### src/rtl/pc_sequencer_pkg.sv
// ---------------------------------------------------------------------------
// pc_sequencer_pkg
// Shared definitions for the program-counter sequencer: default widths,
// FSM state encoding, opcode values, ALU operation codes and the decoded
// instruction record produced by insn_decode.
// ---------------------------------------------------------------------------
package pc_sequencer_pkg;

    localparam int PC_W_DEF   = 5;
    localparam int DATA_W_DEF = 8;
    localparam int OP_W_DEF   = 3;

    typedef enum logic [2:0] {
        S_FETCH  = 3'd0,
        S_DECODE = 3'd1,
        S_MEM    = 3'd2,
        S_HALT   = 3'd3
    } state_t;

    typedef enum logic [2:0] {
        OP_NOP = 3'b000,
        OP_LDA = 3'b001,
        OP_STA = 3'b010,
        OP_ADD = 3'b011,
        OP_SUB = 3'b100,
        OP_JMP = 3'b101,
        OP_JZ  = 3'b110,
        OP_HLT = 3'b111
    } opcode_t;

    typedef enum logic [1:0] {
        ALU_PASS = 2'b00,
        ALU_ADD  = 2'b01,
        ALU_SUB  = 2'b10
    } alu_op_t;

    typedef struct packed {
        logic    is_mem;    // needs a data-memory access
        logic    is_store;  // that access is a write
        logic    is_jump;   // loads the PC from the operand field
        logic    is_cond;   // jump only when the accumulator is zero
        logic    is_halt;
        alu_op_t alu_op;
    } decode_t;

endpackage

### src/rtl/pc_sequencer_if.sv
// ---------------------------------------------------------------------------
// pc_sequencer_if
// Bundles every non-clock signal between the sequencer and its environment
// (program counter, unified memory, accumulator/ALU).
//   master : the sequencer (drives pc_write/next_pc, memory request, acc strobes)
//   slave  : the environment (drives pc_in, mem_rdata/mem_ack, acc_in, zero_flag)
// ---------------------------------------------------------------------------
interface pc_sequencer_if
    import pc_sequencer_pkg::*;
#(
    parameter int PC_W   = PC_W_DEF,
    parameter int DATA_W = DATA_W_DEF
);
    logic [PC_W-1:0]   pc_in;
    logic              pc_write;
    logic [PC_W-1:0]   next_pc;
    logic              mem_req;
    logic              mem_we;
    logic [PC_W-1:0]   mem_addr;
    logic [DATA_W-1:0] mem_wdata;
    logic [DATA_W-1:0] mem_rdata;
    logic              mem_ack;
    logic [DATA_W-1:0] acc_in;
    logic              zero_flag;
    logic              acc_load;
    logic [1:0]        alu_op;
    logic [DATA_W-1:0] ir_out;
    logic              halted;

    modport master (
        input  pc_in, mem_rdata, mem_ack, acc_in, zero_flag,
        output pc_write, next_pc, mem_req, mem_we, mem_addr, mem_wdata,
               acc_load, alu_op, ir_out, halted
    );

    modport slave (
        output pc_in, mem_rdata, mem_ack, acc_in, zero_flag,
        input  pc_write, next_pc, mem_req, mem_we, mem_addr, mem_wdata,
               acc_load, alu_op, ir_out, halted
    );
endinterface

### src/rtl/pc_sequencer_insn_decode.sv
// ---------------------------------------------------------------------------
// insn_decode
// Purely combinational opcode classifier.
//   opcode : instruction bits [7:5]
//   dec    : {is_mem, is_store, is_jump, is_cond, is_halt, alu_op}
// ---------------------------------------------------------------------------
module insn_decode
    import pc_sequencer_pkg::*;
(
    input  opcode_t opcode,
    output decode_t dec
);
    always_comb begin
        dec = '{is_mem: 1'b0, is_store: 1'b0, is_jump: 1'b0,
                is_cond: 1'b0, is_halt: 1'b0, alu_op: ALU_PASS};
        case (opcode)
            OP_LDA: dec.is_mem = 1'b1;
            OP_STA: begin
                dec.is_mem   = 1'b1;
                dec.is_store = 1'b1;
            end
            OP_ADD: begin
                dec.is_mem = 1'b1;
                dec.alu_op = ALU_ADD;
            end
            OP_SUB: begin
                dec.is_mem = 1'b1;
                dec.alu_op = ALU_SUB;
            end
            OP_JMP: dec.is_jump = 1'b1;
            OP_JZ: begin
                dec.is_jump = 1'b1;
                dec.is_cond = 1'b1;
            end
            OP_HLT: dec.is_halt = 1'b1;
            default: ;
        endcase
    end
endmodule

### src/rtl/pc_sequencer.sv
// ---------------------------------------------------------------------------
// pc_sequencer
// Multi-cycle control unit sitting beside a PC_W-bit program counter.
// Fetches an instruction at pc_in, decodes it, performs at most one data
// memory access and strobes the accumulator; one instruction in flight.
//   clk   : rising-edge clock
//   reset : synchronous, active-high; forces every strobe low while asserted
//   bus   : pc_sequencer_if.master (PC write pair, memory bus, acc strobes,
//           instruction register and halted flag)
// ---------------------------------------------------------------------------
module pc_sequencer
    import pc_sequencer_pkg::*;
#(
    parameter int PC_W   = PC_W_DEF,
    parameter int DATA_W = DATA_W_DEF,
    parameter int OP_W   = OP_W_DEF
)(
    input logic           clk,
    input logic           reset,
    pc_sequencer_if.master bus
);
    state_t            state;
    logic [DATA_W-1:0] ir;
    logic              store_r;   // current MEM access is a write
    alu_op_t           alu_r;     // ALU op to issue when the MEM read completes
    opcode_t           ir_op;
    decode_t           dec;

    assign ir_op = opcode_t'(ir[DATA_W-1 -: OP_W]);

    insn_decode u_decode (
        .opcode (ir_op),
        .dec    (dec)
    );

    // State and instruction register
    always_ff @(posedge clk) begin
        if (reset) begin
            state   <= S_FETCH;
            ir      <= '0;
            store_r <= 1'b0;
            alu_r   <= ALU_PASS;
        end else begin
            case (state)
                S_FETCH: begin
                    if (bus.mem_ack) begin
                        ir    <= bus.mem_rdata;
                        state <= S_DECODE;
                    end
                end
                S_DECODE: begin
                    // Capture the access kind so MEM does not depend on the
                    // decoder staying valid.
                    store_r <= dec.is_store;
                    alu_r   <= dec.alu_op;
                    if (dec.is_halt)
                        state <= S_HALT;
                    else if (dec.is_mem)
                        state <= S_MEM;
                    else
                        state <= S_FETCH;
                end
                S_MEM: begin
                    if (bus.mem_ack)
                        state <= S_FETCH;
                end
                S_HALT:  state <= S_HALT;
                default: state <= S_FETCH;
            endcase
        end
    end

    // Output decode: Moore outputs from state/ir; pc_write, next_pc and
    // acc_load additionally qualified by mem_ack. Everything is held low
    // during reset so an ack arriving then has no effect.
    always_comb begin
        bus.pc_write  = 1'b0;
        bus.next_pc   = '0;
        bus.mem_req   = 1'b0;
        bus.mem_we    = 1'b0;
        bus.mem_addr  = '0;
        bus.mem_wdata = '0;
        bus.acc_load  = 1'b0;
        bus.alu_op    = ALU_PASS;
        bus.halted    = 1'b0;
        if (!reset) begin
            case (state)
                S_FETCH: begin
                    bus.mem_req  = 1'b1;
                    bus.mem_addr = bus.pc_in;
                    if (bus.mem_ack) begin
                        bus.pc_write = 1'b1;
                        // Natural PC_W-bit truncation gives the 31 -> 0 wrap.
                        bus.next_pc  = bus.pc_in + PC_W'(1);
                    end
                end
                S_DECODE: begin
                    // pc_in already holds the incremented value here; a
                    // taken jump overwrites it.
                    if (dec.is_jump && (!dec.is_cond || bus.zero_flag)) begin
                        bus.pc_write = 1'b1;
                        bus.next_pc  = ir[PC_W-1:0];
                    end
                end
                S_MEM: begin
                    bus.mem_req  = 1'b1;
                    bus.mem_addr = ir[PC_W-1:0];
                    bus.mem_we   = store_r;
                    if (store_r)
                        bus.mem_wdata = bus.acc_in;
                    if (bus.mem_ack && !store_r) begin
                        bus.acc_load = 1'b1;
                        bus.alu_op   = alu_r;
                    end
                end
                S_HALT:  bus.halted = 1'b1;
                default: ;
            endcase
        end
    end

    assign bus.ir_out = ir;

endmodule

### src/flat_wrapper.sv
// flat-port wrapper written by rule: the top's interface ports become plain ports
module pc_sequencer_flat import pc_sequencer_pkg::*;
#(
    parameter int PC_W   = PC_W_DEF,
    parameter int DATA_W = DATA_W_DEF,
    parameter int OP_W   = OP_W_DEF
)
  (clk, reset, bus_pc_in, bus_mem_rdata, bus_mem_ack, bus_acc_in, bus_zero_flag, bus_pc_write, bus_next_pc, bus_mem_req, bus_mem_we, bus_mem_addr, bus_mem_wdata, bus_acc_load, bus_alu_op, bus_ir_out, bus_halted);
  pc_sequencer_if #(.PC_W(PC_W), .DATA_W(DATA_W)) bus_i ();
  input logic clk;
  input logic reset;
  input wire logic [$bits(bus_i.pc_in)-1:0] bus_pc_in;
  input wire logic [$bits(bus_i.mem_rdata)-1:0] bus_mem_rdata;
  input wire logic [$bits(bus_i.mem_ack)-1:0] bus_mem_ack;
  input wire logic [$bits(bus_i.acc_in)-1:0] bus_acc_in;
  input wire logic [$bits(bus_i.zero_flag)-1:0] bus_zero_flag;
  output wire logic [$bits(bus_i.pc_write)-1:0] bus_pc_write;
  output wire logic [$bits(bus_i.next_pc)-1:0] bus_next_pc;
  output wire logic [$bits(bus_i.mem_req)-1:0] bus_mem_req;
  output wire logic [$bits(bus_i.mem_we)-1:0] bus_mem_we;
  output wire logic [$bits(bus_i.mem_addr)-1:0] bus_mem_addr;
  output wire logic [$bits(bus_i.mem_wdata)-1:0] bus_mem_wdata;
  output wire logic [$bits(bus_i.acc_load)-1:0] bus_acc_load;
  output wire logic [$bits(bus_i.alu_op)-1:0] bus_alu_op;
  output wire logic [$bits(bus_i.ir_out)-1:0] bus_ir_out;
  output wire logic [$bits(bus_i.halted)-1:0] bus_halted;
  assign bus_i.pc_in = bus_pc_in;
  assign bus_i.mem_rdata = bus_mem_rdata;
  assign bus_i.mem_ack = bus_mem_ack;
  assign bus_i.acc_in = bus_acc_in;
  assign bus_i.zero_flag = bus_zero_flag;
  assign bus_pc_write = bus_i.pc_write;
  assign bus_next_pc = bus_i.next_pc;
  assign bus_mem_req = bus_i.mem_req;
  assign bus_mem_we = bus_i.mem_we;
  assign bus_mem_addr = bus_i.mem_addr;
  assign bus_mem_wdata = bus_i.mem_wdata;
  assign bus_acc_load = bus_i.acc_load;
  assign bus_alu_op = bus_i.alu_op;
  assign bus_ir_out = bus_i.ir_out;
  assign bus_halted = bus_i.halted;
  pc_sequencer #(.PC_W(PC_W), .DATA_W(DATA_W), .OP_W(OP_W)) u_core (.clk(clk), .reset(reset), .bus(bus_i));
endmodule
### config.mk
export PLATFORM = sky130hd
export DESIGN_NAME = pc_sequencer_flat
export DESIGN_NICKNAME = d
export VERILOG_FILES = /design/src/rtl/pc_sequencer_pkg.sv /design/src/rtl/pc_sequencer_if.sv /design/src/rtl/pc_sequencer_insn_decode.sv /design/src/rtl/pc_sequencer.sv /design/src/flat_wrapper.sv
export SDC_FILE = /design/constraint.sdc
export NUM_CORES = 1
export LEC_CHECK = 0
export ABC_AREA = 1
export CORE_ASPECT_RATIO = 0.7
export CORE_MARGIN = 3
export CORE_UTILIZATION = 35
export CTS_CLUSTER_DIAMETER = 50
export DETAILED_ROUTE_END_ITERATION = 12
export PLACE_DENSITY = 0.79
export REMOVE_ABC_BUFFERS = 1
export SYNTH_ARGS = -nofsm -noshare
export SYNTH_HDL_FRONTEND = slang
export SYNTH_SLANG_ARGS = --single-unit
### constraint.sdc
create_clock -name clk -period 1.3 [get_ports clk]
set_input_delay 0.195 -clock clk [delete_from_list [all_inputs] [get_ports clk]]
set_output_delay 0.195 -clock clk [all_outputs]
set_load 0.03 [all_outputs]
==> results of run 1 <==
[through the flow]
step,TNS (ps),hold WS (ps)
6_report,-6290,479
5_1_grt,-8310,493
4_1_cts,-5450,448
3_5_place_dp,-4700,470
3_3_place_gp,-4100,460
2_1_floorplan,-7250,264
[state kept, by name, indices dropped and copies added, names as in the netlist]
signal,flops
u_core.alu_r,2
u_core.store_r,1
u_core.state,2
u_core.bus.ir_out,8
[cell type report]
type / count / area [um2]
repair buffers: 84 / 731
multi-input cells: 106 / 573
fillers: 170 / 524
flip-flops and latches: 13 / 273
inverters: 23 / 91.3
well taps: 32 / 40.0
clock buffers: 3 / 22.5
clock inverters: 1 / 5.00
[worst register-to-register path: stages (launching register included)]
cell and delay [ps]:
dfxtp_4 370, nor2_4 120, nand2_2 100, buf_4 170, o21ai_0 180, a21oi_1 60
[path summary, 6_finish.rpt]
path / from / endpoint / slack, ps / depth (start not counted)
setup / recovery: u_core.state[0]$_SDFFE_PP0P_ / bus_mem_addr[4] / -350 / 7
hold / removal: u_core.alu_r[0]$_SDFFE_PP0P_ / u_core.alu_r[0]$_SDFFE_PP0P_ / 480 / 2
setup reg to reg: u_core.state[1]$_SDFFE_PP0P_ / u_core.bus.ir_out[5]$_SDFFE_PP0N_ / 180 / 5
hold reg to reg: u_core.alu_r[0]$_SDFFE_PP0P_ / u_core.alu_r[0]$_SDFFE_PP0P_ / 480 / 2
[where the power goes]
group / leakage [uW] / internal, uW / switching [uW]
Combinational: 0.000705 / 289 / 357
Clock: 0.0000177 / 114 / 154
Sequential: 0.000109 / 436 / 34.6
[layout by cell type (no fill, tap or decap), drive strengths merged, types with 3 or more instances in the layout]
master         Yosys  final
a21oi             16     16
dfxtp             13     13
nor2              33     33
nand4              4      4
dlygate4sd2        0      7
inv               23     23
clkdlybuf4s50      0     21
nand3              9      9
nor3               3      3
o21ai             12     12
nand2             26     26
buf                3     55
clkbuf             1      4
[logic make-up (layout without fill, tap and decap cells)]
kind of cell               Yosys count  in the layout
adders and majority gates            1              1
DFF                                 13             13
AOI/OAI and AO/OA                   28             28
and+or+nand+nor                     76             76
xor gates and xnor gates             1              1
buffers and inverters               27            111
[per-layer routing]
metal / vias up / global-route usage / part of all wire
li1: 633 / - / -
met1: 597 / 0.265 / 0.40
met2: 59 / 0.357 / 0.49
met3: 8 / 0.0446 / 0.086
met4: 0 / 0.0785 / 0.016
met5: - / 0 / 0
[repair_timing]
item                       4_1_cts  5_1_grt
buffers inserted                 1        0
setup endpoints to repair       30       25
gates resized for setup         30       24
pin swaps                        7        9
==> results.md, run 1 <==
- Adder-Cell Fraction of Synth Area: 0.0143
- Initial antenna violation count: 0
- GRT Residual Overflow: 0
- Startpoint Class: register
- Top post-synthesis cells by area: dfxtp_1 (30%), nor2_1 (13%), nand2_1 (10%), inv_1 (9.4%), a21oi_1 (8.6%)
- Total number of H-tree levels: 1
- Critical-path cell list: inv_1 -> nand2_1 -> inv_2 -> buf_4 -> nand2_1 -> a21oi_1 -> buf_4
- Placement Setup Slack: -376 ps
- Post-synthesis compound-gate area fraction: 0.164
- Worst-case clock skew: 1.26 ps
- Worst EP arrival: 1450 ps
- Peak Freq: 607 MHz
- Synth Cell Area: 876 um2
- Maxcap violations: 0
- Total wire length: 3570 um
- Part of the Yosys area used for sequential elements: 0.297
- Die H: 47.9 um
- Clk root buf: clkbuf_4
- Avg Synthesized Cell Area: 6.00 um2
- First-pass GRT wire length: 4950 um
- Number of global-route vias before repair: 1,133
- Max incr delay on CP: 380 ps
- IO Count: 58
- Post-synth EDFFs: 0
- RSZ-0062 raised after global routing: yes
- Worst-Margin Slew: 299 ps
- Buffers plus inverters on the worst setup path: 4
- Die ar.: 0.00315 mm2
- Vias per Instance: 4.95
- Worst Setup Slack, final: -348 ps
- Starting density of the core: 0.388
- Critical path class: register to primary output
- Post-Synth Simple-Gate Area: 0.386
- TritonRoute pass-1 iters: 4
- # placed instances: 257
- Top-area cell type share of the netlist area: 0.297
- Failing checks: setup timing
- Wire length per cell: 13.6 um
- Final hold vios: 0
- Largest family of logic cells by synthesized area: simple AND/OR/NAND/NOR gates
- Layout cells sized above 1: 0.404
- Routed Antenna Nets: 0
- Final core occ: 0.768
- DRT iter0 DRCs: 81
- Ys flop type: dfxtp_1
- Input/output buffers: 57
- Min-Delay Path Class: register to register
- Number of CTS-inserted buffers: 3
- Rel. slew slack: 0.801
- Total Routing Usage GR: 0.209
- Reg clk slew, reported paths: 90 ps
- Asr flop ratio synth: 0
- Layout Cells excl Fill: 262
- Final worst-path cycle share: 1.27
- Crit path max-delay family: buffers and inverters
- Data required time of the worst path: 1110 ps
- Library cells used by synthesis: 21
- Multiplexer share of the synthesized area: 0
- Xor and xnor area share after synthesis: 0.0100
- Finish-stage setup viols: 24
- Tmin final: 1650 ps
- Yosys warning count: 0
- Synth Instances: 146
- Clock latency on the worst-skew pair: 280 ps
- Total power draw: 1380 uW
- Setup crit end kind: primary output
- Pwr/cell area: 798 mW/mm2
- Area growth from synthesis to layout: 98.1%
- Synthesized flop and latch total: 13
- Clk sinks: 13
- LEAKAGE: 0.000833 uW
- Crit Path Max Fanout: 5
- # nets final: 257
- Routability cong.: 0.880
- Pin count of the biggest net entering global routing: 15
- DR DRC count: 0
- Clock buffer depth: 2
- TritonCTS clock tree: yes
- Die W: 65.8 um
- Via count: 1,297
- Core area: 0.00226 mm2
- Worst vdd ir: 0.000741 V
- Most frequent cell after synthesis: nor2_1
- Cell taking the most area after synthesis: dfxtp_1
- # diodes: 0
- Max-slew violation count: 0
- Most frequent cells after synthesis: nor2_1 (31), nand2_1 (24), inv_1 (22)
- CP max-delay cell: dfxtp_4
- Placed cell area: 0.00159 mm2
- Design Area, Final: 0.00174 mm2
- Outcome: finished, violations left
- Cell row count: 14
- Post-detail-place hpwl: 2510 um
- Cts hold-fix bufs: 0
Note: power is estimated with default switching activity, not from simulation.
==> run 2, diff against run 1 <==
- CORE_MARGIN: 3 -> 1
- CTS_CLUSTER_DIAMETER: 50 -> 30
==> results.md, run 2 (synthesis results as in run 1) <==
- Outcome: finished, violations left
- Failing checks: setup timing
- Crit path max-delay family: simple AND/OR/NAND/NOR gates
- Sequential cell area: 274 um2
- Final hold vios: 0
- Layout cells sized above 1: 0.452
- FF-to-FF path depth: 6
- Final worst-path cycle share: 1.26
- Vias per Instance: 5.00
- TritonRoute pass-1 iters: 4
- Clock latency on the worst-skew pair: 290 ps
- Post-detail-place hpwl: 2470 um
- Total number of H-tree levels: 1
- Placed cell area: 0.00158 mm2
- Reg clk slew, reported paths: 90 ps
- Tmin final: 1640 ps
- Worst vdd ir: 0.000615 V
- Cell row count: 14
- # nets final: 257
- Total wire length: 3710 um
- WHS Path Cells: 3
- Die W: 61.8 um
- GRT Residual Overflow: 0
- Clk root buf: clkbuf_4
- Most frequent cells in the layout: buf_4 (35), nor2_1 (23), nand2_1 (21)
- Clk sinks: 13
- Startpoint Class: register
- Final core occ: 0.796
- # diodes: 0
- Max incr delay on CP: 380 ps
- Total power draw: 1420 uW
- Routability cong.: 0.857
- Maxcap violations: 0
- Total Routing Usage GR: 0.266
- Wire length per cell: 14.2 um
- DR DRC count: 0
- CP Depth: 5
- RSZ-0062 raised after global routing: yes
- Buffers plus inverters on the worst setup path: 1
- Crit Path Max Fanout: 4
- Die H: 43.9 um
- Max FFs per register: 8
- Routed Antenna Nets: 0
- Pwr/cell area: 787 mW/mm2
- Clock buffer depth: 2
- Data required time of the worst path: 1110 ps
- Max-slew violation count: 0
- Area growth from synthesis to layout: 105%
- Filler instances: 152
- Critical path class: register to primary output
- Rel. slew slack: 0.800
- Worst-Margin Slew: 302 ps
- Area of the multi-input gates: 607 um2
- Peak Freq: 609 MHz
- Finish-stage setup viols: 24
- Setup crit end kind: primary output
- Most common cell after layout, fill and taps aside: buf_4
- Worst Setup Slack, final: -342 ps
- Via count: 1,311
- DRT iter0 DRCs: 108
- First-pass GRT wire length: 5260 um
- Worst EP arrival: 1450 ps
- Number of global-route vias before repair: 1,256
- Cts hold-fix bufs: 0
- Initial antenna violation count: 0
- TritonCTS clock tree: yes
- Number of CTS-inserted buffers: 3
- Design Area, Final: 0.00180 mm2
- Input/output buffers: 57
- Worst-case clock skew: 2.88 ps
- LEAKAGE: 0.000849 uW
- CP max-delay cell: dfxtp_4
- Die ar.: 0.00271 mm2
- Total Negative Setup Slacks: -5580 ps
- Pin count of the biggest net entering global routing: 15
- Critical-path cell list: nor2_4 -> nand2_2 -> or2_1 -> a21oi_2 -> buf_6
- Min-Delay Path Class: input pin to register
- IO Count: 58
- WHS: 462 ps
- Starting density of the core: 0.388
- Core area: 0.00226 mm2
==> run 2: cell types whose count changed in the layout (fill, tap and decap cells not counted), sizes merged <==
cell           before  now
clkdlybuf4s50      21   20
clkbuf              4    5
==> run 2: report_power, final <==
group	leakage, uW	internal, uW	switching, uW	total, uW
Sequential	0.000110	437	38.1	475
Clock	0.0000177	115	164	278
Combinational	0.000721	295	368	663
==> run 2: per-stage QoR <==
stage | std cells | worst slack (ps)
detailed placement | 256 | -349
floorplan | 142 | -535
finish | 262 | -342
global route | 262 | -388
global placement | 256 | -299
CTS | 262 | -293
==> run 2: layer usage <==
metal / vias up / routed length (um) / global-route usage
met2: 69 / 1770 / 0.447
met3: 6 / 279 / 0.0597
met5: - / 0 / 0
met1: 602 / 1610 / 0.344
met4: 0 / 53 / 0.0622
li1: 634 / - / -
==> run 2: path summary, 6_finish.rpt <==
kind                                                    from                           endpoint  slack, ps
worst max-delay path            u_core.state[1]$_SDFFE_PP0P_                     bus_next_pc[0]       -340
worst min-delay path                                   reset       u_core.alu_r[0]$_SDFFE_PP0P_        460
worst max register to register  u_core.state[1]$_SDFFE_PP0P_  u_core.bus.ir_out[7]$_SDFFE_PP0N_        200
worst min register to register  u_core.alu_r[0]$_SDFFE_PP0P_       u_core.alu_r[0]$_SDFFE_PP0P_        500
==> run 2: worst reg2reg max path: cells and delay by family, from the launching register on <==
kind / cells / cell delay, ps
AND/OR/NAND/NOR: 4 / 370
flip-flops: 1 / 380
buffers and inverters: 2 / 290
==> run 2: cell type report <==
class / instances / area share
Clock inverter: 1 / 0.00278
Clock buffer: 3 / 0.0125
Sequential cell: 13 / 0.152
Tap cell: 32 / 0.0223
Multi-Input combinational cell: 106 / 0.337
Inverter: 23 / 0.0508
Timing Repair Buffer: 84 / 0.422
==> run 2: repair_timing <==
action,in CTS,in global routing
gates resized for setup,49,30
setup buffers,2,0
endpoints found under the setup margin,30,27
pin swaps,7,6
==> run 3, diff against run 2 <==
- CORE_ASPECT_RATIO: 0.7 -> 1.5
==> results.md, run 3 (synthesis results as in run 1) <==
- Starting density of the core: 0.383
- Placed cell area: 0.00155 mm2
- Tmin final: 1600 ps
- Reg-to-Reg Start: u_core.state[1]$_SDFFE_PP0P_
- Min-Delay Path Class: input pin to register
- Die H: 63.3 um
- # placed instances: 244
- Clock latency on the worst-skew pair: 280 ps
- Min-delay src: reset
- FF-to-FF path depth: 5
- Worst Setup Slack, final: -301 ps
- Total number of H-tree levels: 1
- Part of the power in registers: 0.350
- Grt peak-use layer: met2
- Layout Cells excl Fill: 249
- Net switching power: 517 uW
- Worst EP arrival: 1410 ps
- IO Count: 58
- Rel. slew slack: 0.796
- Number of global-route vias before repair: 1,231
- Layout cells sized above 1: 0.412
- CP max-delay cell: dfxtp_4
- Total power draw: 1360 uW
- Cell row count: 21
- Critical path class: register to primary output
- Design Area, Final: 0.00175 mm2
- Clock network fraction of design power: 0.185
- Total wire length: 3120 um
- Setup crit end kind: primary output
- Failing checks: setup timing
- Worst vdd ir: 0.000704 V
- # nets final: 253
- Startpoint Class: register
- GR Util met3: 0.0201
- Total Negative Setup Slacks: -4250 ps
- TritonCTS clock tree: yes
- DR DRC count: 0
- Input/output buffers: 57
- Core area: 0.00229 mm2
- Clk sinks: 13
- Post-detail-place hpwl: 2330 um
- Maxcap violations: 0
- Pint: 841 uW
- Reg2reg setup slack: 220 ps
- Area growth from synthesis to layout: 99.3%
- Sequential cell area: 273 um2
- Peak Freq: 625 MHz
- Final hold vios: 0
- Pin count of the biggest net entering global routing: 15
- Most common cell after layout, fill and taps aside: buf_4
- DRT iter0 DRCs: 20
- Min-Delay Endpoint: u_core.alu_r[0]$_SDFFE_PP0P_
- Max FFs per register: 8
- TritonRoute pass-1 iters: 4
- Data required time of the worst path: 1110 ps
- Crit Path Max Fanout: 6
- Pwr/cell area: 778 mW/mm2
- # diodes: 0
- Reg clk slew, reported paths: 80 ps
- Die W: 42.8 um
- Worst-Margin Slew: 307 ps
- GRT Residual Overflow: 0
- Routability cong.: 0.810
- Total Routing Usage GR: 0.231
- WHS: 484 ps
- Max-slew violation count: 0
- Most frequent cells in the layout: buf_4 (33), nor2_1 (28), clkdlybuf4s50_1 (20)
- Finish-stage setup viols: 24
- Worst-case clock skew: 1.89 ps
- Max incr delay on CP: 370 ps
- Die ar.: 0.00271 mm2
- Vias per Instance: 5.07
- Outcome: finished, violations left
- Initial antenna violation count: 0
- Worst r2r dst: u_core.bus.ir_out[2]$_SDFFE_PP0N_
- Sw Ratio: 0.381
- Via count: 1,262
- Final worst-path cycle share: 1.23
- Wire length per cell: 12.5 um
- Clock buffer depth: 2
- Clk root buf: clkbuf_4
- Area of the multi-input gates: 598 um2
- Routed Antenna Nets: 0
- Filler instances: 169
- WHS Path Cells: 3
- Met1 Resource Use GR: 0.239
- Grt met2 use: 0.453
- Critical-path cell list: inv_4 -> nand2_4 -> nor2_4 -> nand3_2 -> a21oi_2 -> buf_6
- RSZ-0062 raised after global routing: yes
- LEAKAGE: 0.000824 uW
- First-pass GRT wire length: 5000 um
- Comb pwr share: 0.465
- Number of CTS-inserted buffers: 3
[run 3: how the worst max path moves through the flow]
stage / slack, ps / end / from / depth (start not counted)
after floorplan: -530 / bus_mem_wdata[0] / u_core.state[0]$_SDFFE_PP0P_ / 5
after global placement: -330 / bus_next_pc[4] / bus_pc_in[1] / 7
after detailed placement: -320 / bus_next_pc[4] / bus_pc_in[0] / 7
after CTS: -270 / bus_next_pc[0] / u_core.state[1]$_SDFFE_PP0P_ / 5
after global routing: -380 / bus_next_pc[1] / u_core.state[1]$_SDFFE_PP0P_ / 6
final: -300 / bus_next_pc[0] / u_core.state[1]$_SDFFE_PP0P_ / 6
[run 3: worst max-delay path, delay by kind of cell, from the launching register on]
kind,cells,cell delay (ps)
buffers and inverters,2,210
DFF,1,370
AOI/OAI and AO/OA,1,180
and+or+nand+nor,3,370
[run 3: timing repair]
| action | 4_1_cts | 5_1_grt |
|---|---|---|
| pin swaps | 11 | 11 |
| hold buffers | 0 | 0 |
| gates resized for setup | 49 | 25 |
| buffers inserted | 1 | 1 |
| endpoints found under the hold margin | 0 | 0 |
| setup endpoints to repair | 30 | 27 |
[run 3: through the flow]
step | utilization | setup slack [ps]
global placement | 0.677 | -326
floorplan | - | -535
global route | 0.764 | -379
CTS | 0.730 | -271
detailed placement | 0.677 | -324
finish | 0.764 | -301
[run 3: area by class of cell]
| cell class | count | area share |
|---|---|---|
| inverters | 23 | 0.0538 |
| well taps | 23 | 0.0165 |
| clock buffers | 4 | 0.0151 |
| flip-flops and latches | 13 | 0.156 |
| repair buffers | 80 | 0.416 |
| multi-input cells | 106 | 0.343 |
[run 3: layer usage]
| metal | vias to the layer above | part of all wire |
|---|---|---|
| met1 | 591 | 0.38 |
| met3 | 5 | 0.051 |
| met5 | - | 0 |
| met4 | 0 | 0.013 |
| li1 | 627 | - |
| met2 | 39 | 0.56 |
[run 3: power by group through the flow]
stage                     sequential, uW  clock (uW)  combinational (uW)
after detailed placement             478           0                 577
after global placement               476           0                 570
after floorplan                      530           0                 226
after global routing                 480         274                 683
final                                475         251                 632
after CTS                            473         257                 594
